[config.mk]
export PLATFORM = sky130hd
export DESIGN_NAME = fifo_write_arbiter
export DESIGN_NICKNAME = d
export VERILOG_FILES = /design/src/rtl/fifo_write_arbiter.sv
export SDC_FILE = /design/constraint.sdc
export NUM_CORES = 1
export LEC_CHECK = 0
export ABC_AREA = 0
export CAP_MARGIN = 20
export CORE_ASPECT_RATIO = 1.25
export CORE_MARGIN = 5
export CORE_UTILIZATION = 26
export DETAILED_ROUTE_END_ITERATION = 10
export GPL_ROUTABILITY_DRIVEN = 0
export PLACE_DENSITY = 0.79
export SYNTH_ARGS = -nofsm -noshare
export SYNTH_HDL_FRONTEND = slang
export SYNTH_SLANG_ARGS = --single-unit
[constraint.sdc]
create_clock -name clk -period 2.8 [get_ports clk]
set_clock_uncertainty 0.1 [all_clocks]
set_input_delay 0.42 -clock clk [delete_from_list [all_inputs] [get_ports clk]]
set_output_delay 0.42 -clock clk [all_outputs]
set_load 0.1 [all_outputs]
[src/rtl/fifo_write_arbiter.sv]
// Round-robin arbiter merging four requesters onto one FIFO write port; port 0 ignores the three-quarter-full throttle.
// Grant is registered (1-cycle latency); write strobe/data are combinational; fifo_full stalls the current owner without releasing it.
module fifo_write_arbiter #(
  parameter int NREQ  = 4,
  parameter int DW    = 32,
  parameter int BURST = 4
) (
  input  logic               clk,
  input  logic               rst,
  input  logic [NREQ-1:0]    req,
  input  logic [NREQ*DW-1:0] wdata,
  input  logic               fifo_full,
  input  logic               fifo_tqf,
  output logic [NREQ-1:0]    gnt,
  output logic               fifo_write,
  output logic [DW-1:0]      fifo_in,
  output logic               busy,
  output logic [1:0]         owner
);

  typedef enum logic {IDLE, OWN} state_t;

  state_t          state;
  logic [3:0]      beat;
  logic [NREQ-1:0] elig;
  logic [1:0]      winner;
  logic [1:0]      idx;
  logic            found;
  logic            xfer;
  logic            last_beat;
  logic            release_own;

  assign elig = req & {{(NREQ-1){~fifo_tqf}}, 1'b1};

  // Search starts just past the current owner, so the owner itself is tried last.
  always_comb begin
    found  = 1'b0;
    winner = owner;
    idx    = owner;
    for (int k = 1; k <= NREQ; k++) begin
      idx = owner + 2'(k);
      if (!found && elig[idx]) begin
        found  = 1'b1;
        winner = idx;
      end
    end
  end

  assign xfer        = (state == OWN) && req[owner] && !fifo_full;
  assign last_beat   = (beat == 4'(BURST - 1));
  assign release_own = !req[owner] || (xfer && last_beat) || (fifo_tqf && (owner != 2'd0));

  assign fifo_write = xfer;
  assign fifo_in    = wdata[int'(owner)*DW +: DW];
  assign busy       = (state == OWN);

  always_ff @(posedge clk or negedge rst) begin
    if (!rst) begin
      state <= IDLE;
      gnt   <= '0;
      beat  <= '0;
      owner <= 2'd3;
    end else begin
      case (state)
        IDLE: begin
          if (found) begin
            state <= OWN;
            owner <= winner;
            gnt   <= NREQ'(1) << winner;
            beat  <= '0;
          end
        end
        OWN: begin
          if (release_own) begin
            if (found) begin
              owner <= winner;
              gnt   <= NREQ'(1) << winner;
              beat  <= '0;
            end else begin
              state <= IDLE;
              gnt   <= '0;
            end
          end else if (xfer) begin
            beat <= beat + 4'd1;
          end
        end
        default: begin
          state <= IDLE;
          gnt   <= '0;
        end
      endcase
    end
  end

endmodule

==> results of run 1 <==
metrics by stage:
step                power (mW)  hold WS [ns]  area (µm²)  TNS, ns
finish                    5.48         0.382        3840        0
global route              5.68         0.397        3840        0
CTS                       5.52         0.379        3840        0
detailed placement        5.35         0.367        3800        0
global placement          5.30         0.370        3800        0
floorplan                 3.72        0.0244        1650  -0.0118
synthesized netlist by cell type (all sizes together), types with 2 or more instances:
master  number  area share [%]
ha           2             1.5
o31ai        5             2.6
clkbuf       2            0.46
mux2i        2             1.2
a21oi        7             2.2
a211oi       2             1.5
dfrtp        9              14
nand2       13             3.3
nand3        3            0.93
nor2b        2            0.93
buf          8             3.3
a32o         2             1.2
a211o        2             1.1
a22o         2             1.1
nand2b       5             1.9
dfstp        2             3.3
inv          4            0.93
nor2         6             1.4
and3         4             1.7
o21ai        6             2.1
mux4        33              46
path summary, 6_finish.rpt:
path                           from           to  slack (ns)  cells past startpoint
setup / recovery           owner[0]  fifo_in[11]        0.16                      3
hold / removal              beat[3]      beat[3]        0.38                      1
setup reg to reg           owner[0]       gnt[1]        0.25                      8
hold reg to reg             beat[3]      beat[3]        0.38                      1
max in group asynchronous       rst     owner[1]        1.82                      1
min in group asynchronous       rst      beat[1]        0.42                      1
area by class of cell:
class | count | area share (%)
clock buffer | 4 | 1.17
tap | 85 | 2.77
inverter | 4 | 0.391
timing repair buffer | 180 | 55.0
multi-input combinational | 109 | 33.2
sequential | 11 | 7.42
worst max-delay path, stage by stage (launching register included):
cell	delay, ns
dfstp_4	0.68
buf_4	0.40
mux4_2	0.61
buf_12	0.19
power groups by stage:
stage,sequential [mW],combinational [mW],clock [mW]
floorplan,0.573,3.15,0
global placement,0.284,5.01,0
detailed placement,0.286,5.07,0
CTS,0.284,5.07,0.160
global route,0.293,5.22,0.169
finish,0.284,5.04,0.158
state kept, by name, indices dropped and copies added (netlist names):
signal,count
owner,2
gnt,4
busy,1
beat,4
metal layers:
| metal | wire length, µm | share of wire (%) |
|---|---|---|
| met2 | 4020 | 48 |
| met5 | 15 | 0.18 |
| met1 | 2710 | 32 |
| met3 | 1450 | 17 |
| met4 | 224 | 2.7 |
cell families (layout without fill, tap and decap cells):
logic type / Yosys count / after routing
and+or+nand+nor: 38 / 38
AOI/OAI and AO/OA: 33 / 33
buffers and inverters: 14 / 188
adders and majority gates: 2 / 2
muxes: 36 / 36
DFF: 11 / 11
==> reports/qor.yml, run 1 <==
grt:
  grt_pass1_vias: 2160
  grt_max_degree: 23
  grt_first_pass_wirelength_mm: 12.3
  grtUsageMet3_pct: 13.4
  use_met2_pct: 34.6
  grt_busiest_layer: "met2"
  grt_overflow: 0
  antenna_found_initial: 1
  track_usage_pct: 20.5
  grtUsageMet1_pct: 20.8
power_and_ir_drop:
  p_switching_mw: 3.27
  power_density_mw_per_mm2: 1430
  leakagePower_nw: 1.48
  swShare_pct: 59.6
  clock_power_share_pct: 2.9
  intPower_mw: 2.21
  peakVddDrop_v: 0.000776
  combPwrFrac_pct: 91.9
  p_seq_share_pct: 5.2
worst_setup_path:
  critPathArrivalTime_ns: 2.12
  cp-end-kind: "primary output"
  crit_fanout: 22
  cp_data_required_time_ns: 2.28
  path_class: "register to primary output"
  start_kind: "register"
clock_network:
  post_cts_resized: 0
  ctsHoldBuffers: 0
  cts_root_buf: "clkbuf_8"
  clk_latency_ns: 0.24
  htree_levels: 1
  postCtsSetupRepairBufs: 0
  clock-sinks: 11
  cts-buffers-inserted: 3
  clk_pin_slew_ns: 0.05
  cts.path.max_buffers: 2
  cts_tree: "done"
yosys:
  synth_edf_count: 0
  syn_nets: 272
  syn_inst: 134
  synth_area_per_cell_um2: 12.1
  synth_cell_types: 44
  synthAdderAreaFrac_pct: 1.55
  yosysSeqAreaShare_pct: 17.2
  synth.area.mux_share_pct: 47.9
  synth_xor_area_share_pct: 0
  async_flop_share_pct: 100
  synth_top_family_by_area: "multiplexers"
  syn-cell-area_mm2: 0.00162
  synthSimpleGateAreaFrac_pct: 12.6
  ys_warn_count: 0
  synth-compound-area-share_pct: 16.0
  yosys_most_used_dff: "dfrtp_1"
  ys_ff_latch: 11
drt:
  wl_per_cell_um: 21.4
  drtIter0Drc: 81
  detail_route.first_pass.iterations: 6
  drc: 0
  route.final.wire_length_mm: 8.42
  num_vias: 2076
  vias_per_cell: 5.28
  drtAntennaViolNets: 0
sta:
  tightestPinTransition_ns: 0.515
  fmax_mhz: 378
  drv_slew: 0
  fin_crit_sh_pct: 94.4
  setup_violations: 0
  rsz0062_at_grt: "false"
  hold_violations: 0
  worst_slack_ns: 0.156
  finalCriticalPeriod_ns: 2.64
  relSlewSlack_pct: 65.4
floorplanning:
  rows: 32
  die_area_mm2: 0.00790
  ioPinCount: 176
  fp.dieH_um: 98.2
  start_util_pct: 26.4
  die_w_um: 80.5
  core_mm2: 0.00613
layout:
  multiInputGateArea_mm2: 0.00128
  final_cells: 393
  final_common_cell: "clkdlybuf4s50_1"
  num_antenna_cells: 0
  layout.area.seq_um2: 285
  fillers: 474
  drive_above_1_share_pct: 31.8
  finish.utilization_pct: 62.7
  synthToLayoutAreaGrowth_pct: 138
  layout_common_cells: "clkdlybuf4s50_1 (135), buf_12 (34), mux4_2 (33)"
  nNetsFinal: 447
hold_path:
  hold_class: "register to register"
placement:
  dp.cells: 389
  io_buffer_count: 175
  place_ws_ns: 0.217
  dpl.hpwl_mm: 7.50
outcome:
  status: "finished, final reports clean"
job:
  max-cap-violations: 0
Power figures use the tool's default switching activity.
==> inputs of run 2 (changes only) <==
- ABC_CLOCK_PERIOD_IN_PS: default -> 2800
- SLEW_MARGIN: default -> 30
==> results of run 2 <==
Final layout, timing and power as in run 1 (identical DEF).
